File: src/rtl/apb_slave_mem.sv
// APB slave with a byte-wide register memory and a fixed number of wait states.
// Address, direction and write data are captured in the setup phase and used for the whole access.
module apb_slave_mem #(
    parameter int MEM_DEPTH   = 64,
    parameter int WAIT_STATES = 2
) (
    input  logic       PCLK,
    input  logic       PRESET,
    input  logic       PSEL,
    input  logic       PENABLE,
    input  logic [7:0] PADDR,
    input  logic       PWRITE,
    input  logic [7:0] PWDATA,
    output logic       PREADY,
    output logic [7:0] PRDATA,
    output logic       PSLVERR
);

    localparam int         IDX_W     = (MEM_DEPTH > 1) ? $clog2(MEM_DEPTH) : 1;
    localparam logic [3:0] WAIT_LOAD = 4'(WAIT_STATES);
    localparam logic [8:0] DEPTH_LIM = 9'(MEM_DEPTH);

    typedef enum logic [1:0] {
        IDLE,
        SETUP,
        ACCESS
    } state_t;

    state_t           state;
    state_t           state_next;
    logic [3:0]       wait_cnt;
    logic [3:0]       wait_cnt_next;
    logic [7:0]       addr_q;
    logic             write_q;
    logic [7:0]       wdata_q;
    logic [7:0]       mem [MEM_DEPTH];
    logic             latch_req;
    logic             complete_next;
    logic             commit;
    logic             addr_err;
    logic [IDX_W-1:0] idx;

    // The compare is one bit wider so that MEM_DEPTH = 256 still works.
    assign addr_err = ({1'b0, addr_q} >= DEPTH_LIM);
    assign idx      = addr_q[IDX_W-1:0];

    always_ff @(posedge PCLK or posedge PRESET) begin
        if (PRESET) begin
            state    <= IDLE;
            wait_cnt <= 4'd0;
        end else begin
            state    <= state_next;
            wait_cnt <= wait_cnt_next;
        end
    end

    // complete_next marks the edge that opens the completing cycle, so PREADY
    // can stay a plain register; PREADY=1 in ACCESS means this is that cycle.
    always_comb begin
        state_next    = state;
        wait_cnt_next = wait_cnt;
        latch_req     = 1'b0;
        complete_next = 1'b0;
        commit        = 1'b0;
        case (state)
            IDLE: begin
                if (PSEL && !PENABLE) begin
                    latch_req     = 1'b1;
                    wait_cnt_next = WAIT_LOAD;
                    state_next    = SETUP;
                end
            end
            SETUP: begin
                state_next    = ACCESS;
                complete_next = (wait_cnt == 4'd0);
            end
            ACCESS: begin
                if (PREADY) begin
                    commit        = write_q && !addr_err;
                    wait_cnt_next = 4'd0;
                    if (PSEL && !PENABLE) begin
                        latch_req     = 1'b1;
                        wait_cnt_next = WAIT_LOAD;
                        state_next    = SETUP;
                    end else begin
                        state_next = IDLE;
                    end
                end else if (!PSEL) begin
                    wait_cnt_next = 4'd0;
                    state_next    = IDLE;
                end else if (wait_cnt != 4'd0) begin
                    wait_cnt_next = wait_cnt - 4'd1;
                    complete_next = (wait_cnt == 4'd1);
                end else begin
                    complete_next = 1'b1;
                end
            end
            default: begin
                state_next    = IDLE;
                wait_cnt_next = 4'd0;
            end
        endcase
    end

    always_ff @(posedge PCLK or posedge PRESET) begin
        if (PRESET) begin
            PREADY  <= 1'b0;
            PRDATA  <= 8'h00;
            PSLVERR <= 1'b0;
            addr_q  <= 8'h00;
            write_q <= 1'b0;
            wdata_q <= 8'h00;
        end else begin
            PREADY  <= complete_next;
            PSLVERR <= complete_next && addr_err;
            if (complete_next && !write_q) begin
                PRDATA <= addr_err ? 8'h00 : mem[idx];
            end
            if (latch_req) begin
                addr_q  <= PADDR;
                write_q <= PWRITE;
                wdata_q <= PWDATA;
            end
        end
    end

    // The commit uses the previous transfer's latched data even when the same
    // edge latches a back-to-back successor.
    always_ff @(posedge PCLK or posedge PRESET) begin
        if (PRESET) begin
            for (int i = 0; i < MEM_DEPTH; i++) begin
                mem[i] <= 8'h00;
            end
        end else if (commit) begin
            mem[idx] <= wdata_q;
        end
    end

endmodule

File: config.mk
export PLATFORM = sky130hd
export DESIGN_NAME = apb_slave_mem
export DESIGN_NICKNAME = d
export VERILOG_FILES = /design/src/rtl/apb_slave_mem.sv
export SDC_FILE = /design/constraint.sdc
export NUM_CORES = 1
export LEC_CHECK = 0
export BUFFER_PORTS_ARGS = -buffer_cell sky130_fd_sc_hd__buf_2
export CORE_ASPECT_RATIO = 0.75
export CORE_MARGIN = 5
export CORE_UTILIZATION = 38
export DETAILED_ROUTE_END_ITERATION = 8
export GPL_ROUTABILITY_DRIVEN = 0
export REMOVE_ABC_BUFFERS = 1
export SLEW_MARGIN = 25
export SYNTH_ARGS = -nofsm -noshare
export SYNTH_HDL_FRONTEND = slang
export SYNTH_SLANG_ARGS = --single-unit
File: constraint.sdc
create_clock -name PCLK -period 18.5 [get_ports PCLK]
set_input_delay 4.625 -clock PCLK [delete_from_list [all_inputs] [get_ports PCLK]]
set_output_delay 4.625 -clock PCLK [all_outputs]
set_load 0.01 [all_outputs]
**Yosys cells after proc, flatten, opt, wreduce, memory -nomap -nowiden**

Cells that the tools add are included.

- Bitwise logic cells: 2
- Reduce and logical (&&, ||, !) cells: 13
- Multipliers: 0
- Divide/modulo/power cells: 0
- Shift-type cells: 0
- Equality and inequality tests: 6
- Order comparisons: 3
- Multiplexer cells: 27
- $add $sub $neg: 1

Operators by type and width:

| cell | number |
|---|---|
| $bwmux W512 | 1 |
| $bmux W8 S6 | 1 |
| $demux W8 S6 | 1 |
| $mux W8 | 4 |
| $mux W4 | 4 |
| $pmux W4 S3 | 1 |
| $ge A8 B7 Y1 const B | 1 |
| $mux W1 | 8 |
| $mux W2 | 4 |
| $ge A7 B7 Y1 const B | 1 |
| $lt A7 B1 Y1 const B | 1 |
| $not A6 Y7 | 1 |
| $pmux W2 S3 | 1 |
| $logic_and A1 B1 Y1 | 5 |
| $eq A4 B1 Y1 const B | 1 |
| $logic_not A4 Y1 | 1 |
| $ne A4 B4 Y1 const B | 1 |
| $pmux W1 S2 | 2 |
| $reduce_bool A4 Y1 | 1 |
| $sub A4 B1 Y4 const B | 1 |
| $logic_not A1 Y1 | 3 |
| $ne A3 B3 Y1 const B | 1 |
| $reduce_and A3 Y1 | 1 |
| $eq A2 B1 Y1 const B | 1 |
| other kinds (5) | 5 |

- Memories kept: 0
- Bits in latches: 0
- Bits in read-only memories: 0
- Bits in writable memories: 0
- Flip-flop bits (word level): 545

**Longest topological paths before layout**

- Depth in word-level cells: 6
- Gate-level depth with buffers: 10

**Least setup slack after synthesis**

OpenSTA, ideal clock, no wires.

- Path kind: input -> register
- Start: in PSEL
- End: reg addr_q[7]
- Arrival time: 5.946 ns
- Buffers on the path: 2
- Stages on the path: 6
- Setup time: 0.125 ns
- Setup slack: 12.429 ns
- Path through: nor2b_1 -> a31oi_1 -> nand2b_1 -> clkbuf_1 -> buf_2 -> mux2_2

- Cells in the longest elaborated chain, start to end: 4

RTL lines:

| element | line | source |
|---|---|---|
| start, declared | 9 | `input logic PSEL,` |
| $logic_and A1 B1 Y1 * | 67, 81 |  |
| $mux W1 * | 67, 81 |  |
| $mux W1 | 78 | `if (PREADY) begin` |
| $pmux W1 S2 * | 65 | `case (state)` |
| end signal, assigned | 110 | `addr_q <= 8'h00;` |
| end signal, assigned | 120 | `addr_q <= PADDR;` |
| end, declared | 33 | `logic [7:0] addr_q;` |

Every way passes the cells marked *; elsewhere a longest branch is shown, timed or not.
A chain may end at the register's enable or synchronous reset.

**Final worst setup path**

- Start: reg PRDATA[7]
- End: out PRDATA[7]

RTL lines:

| element | line | source |
|---|---|---|
| start, declared | 15 | `output logic [7:0] PRDATA,` |
| start signal, assigned | 117 | `PRDATA <= addr_err ? 8'h00 : mem[idx];` |

No word-level cell between the ends.

==> impl_metrics.toml <==
[clocking]
cts.sinks = 545
cts_buffers = 52
cts_tree = "built"
clkLatencyLatePin_ns = 0.59
hold_buffers = 0
cts_buffer_depth = 3
clock_tree.root_cell = "clkbuf_16"
clk_pin_slew_ns = 0.07
post_cts_resized = 0
htree_levels = 2
postCtsSetupRepairBufs = 0

[sta]
fin_crit_sh_pct = 31.8
period_needed_ns = 5.88
worst_pin_slew_ns = 1.06
rsz0062_at_grt = "false"
setup_viol = 0
relSlewSlack_pct = 29.3
fin_skew_ns = 0.0244
finalHoldViolCount = 0
fmaxAchievable_mhz = 170
holdWs_ns = 0.490
slew_viol_final = 0
fin_tns_setup_ns = 0

[setup_path]
path_cells = "buf_2"
crit_required_ns = 13.88
cp.buffers_inverters = 1
worstSetupPathType = "flop to output port"
path_max_fanout = 2
endpoint_kind = "output port"
startpoint_type = "flop"
slowest_delay_ns = 0.47
slowest_stage = "dfrtp_1"
cp_top_family = "flip-flops"
cp.arrival_ns = 1.25

[pwr]
p_sw_uw = 1250
p_sw_share_pct = 37.4
p_total_uw = 3340
ir_drop_uv = 167
pwr-share-seq_pct = 41.0
p_int_uw = 2090
p_per_area_nw_per_um2 = 121
pwr-share-clk_pct = 32.2
leakage_uw = 0.0132
pwr-share-comb_pct = 26.9

[grt]
grt_use_total_pct = 18.9
first_global_vias = 15800
overflow = 0
antenna_found_initial = 1
grt_max_degree = 175
grt_pass1_wl_um = 103000

[yosys]
synth_edf_count = 0
synth_area_per_cell_um2 = 14.1
synthArstFlopShare_pct = 100
synth_cells = 1764
syn-cell-area_um2 = 24900
synth-seq-cells = 545
ys_seq_area_share_pct = 54.8
ys_types = 55
synth_warnings = 0
synth_ff_type = "dfrtp_1"

[floorplan]
ios = 31
dieArea_um2 = 70800
row_count = 81
die_h_um = 232
die-width_um = 306
initial_core_util_pct = 38.3
coreArea_um2 = 65100

[outcome]
outcome = "complete, no violations"

[layout]
utilization_pct = 42.4
layout_commonest_cell = "dfrtp_1"
syn2layout_area_growth_pct = 10.8
n_antenna_cell = 0
final_cell_mix = "534 x dfrtp_1, 504 x mux2_2, 83 x mux2i_1"
layout-drive-gt1-share_pct = 43.4
fin_nets = 1776

[drt]
via_count = 15300
drt_iter0_drc = 1200
vias_per_cell = 5.79
wire_per_inst_um = 25.5
drcViolationCount = 0
drt_pre_antenna_iters = 5
drtAntennaViolNets = 0
routed_wirelength_um = 67600

[placed_design]
dpl.hpwl_um = 43100
place.port_buffers = 30

[min_path]
hold_class = "flop to flop"

[job]
drv_cap = 0
-- synthesized netlist by cell type (7+ instances only) --
cell      instances  area (µm²)
o22a_1            9        78.8
mux2i_1          83         831
mux2_2          504        5680
o21ai_0          21         105
mux4_2           48        1080
nor2_2           13        81.3
a31oi_1           9        56.3
a22o_1            7        61.3
nand2_2          53         332
mux2_1           27         304
buf_2            36         180
clkbuf_1         87         327
a21oi_1          15        75.1
ha_1              8         100
nor2_1           26        97.6
a221oi_1         37         324
a22oi_1          51         383
a221o_1           7        70.1
o22ai_1          44         275
nand2_1          39         146
dfrtp_1         545       13600
-- sequential cells by signal (all words and copies together) (netlist names) --
register and cells:
PRDATA 8, PREADY 1, PSLVERR 1, addr_q 8, mem 512, state 2
wait_cnt 4, wdata_q 8, write_q 1
-- final timing paths --
path | start | endpoint | slack, ns | cells past startpoint
setup / recovery | PRDATA[7] | PRDATA[7] | 12.62 | 1
hold / removal | mem[122] | mem[122] | 0.49 | 1
setup reg to reg | addr_q[0] | mem[495] | 14.83 | 6
hold reg to reg | mem[122] | mem[122] | 0.49 | 1
max in group asynchronous | PRESET | addr_q[2] | 12.92 | 4
min in group asynchronous | PRESET | mem[475] | 4.16 | 2
-- layout make-up --
type | instances | area [µm²]
Fill cell | 5919 | 37500
Sequential cell | 545 | 13700
Tap cell | 871 | 1090
Timing Repair Buffer | 60 | 435
Inverter | 6 | 30.0
Clock inverter | 12 | 200
Clock buffer | 75 | 1480
Multi-Input combinational cell | 1082 | 10700
-- routing by layer --
layer	routed length [µm]	track usage [%]	up-vias
met5	0	0	-
met4	1560	3.99	0
met3	5220	4.82	118
met2	29300	27.8	445
met1	31500	28.5	8221
li1	-	-	6556
-- cells by family (layout without fill, tap and decap cells) --
| group | after synthesis | count (layout) | share of synthesized area [%] |
|---|---|---|---|
| AOI/OAI and AO/OA | 229 | 229 | 6.69 |
| xor gates and xnor gates | 2 | 2 | 0.0704 |
| adders and majority gates | 8 | 8 | 0.402 |
| buffers and inverters | 137 | 153 | 2.35 |
| DFF | 545 | 545 | 54.8 |
| muxes | 662 | 662 | 31.7 |
| and+or+nand+nor | 181 | 181 | 4.02 |
-- through the flow --
step | instance area (µm²) | cells | setup WS (ns)
after detailed placement | 25800 | 2562 | 12.07
after global routing | 27600 | 2651 | 12.55
after floorplan | 24300 | 1633 | -1.36
after global placement | 25800 | 2562 | 12.14
after CTS | 27500 | 2649 | 12.62
final | 27600 | 2651 | 12.62
-- power groups by stage --
stage               Combinational (µW)  Sequential, µW  Clock (µW)
finish                             898            1370        1080
global placement                   886            1390           0
detailed placement                 893            1390           0
global route                       950            1380        1140
CTS                                894            1370        1100
floorplan                          410            1450           0
Note: power is estimated with default switching activity, not from simulation.
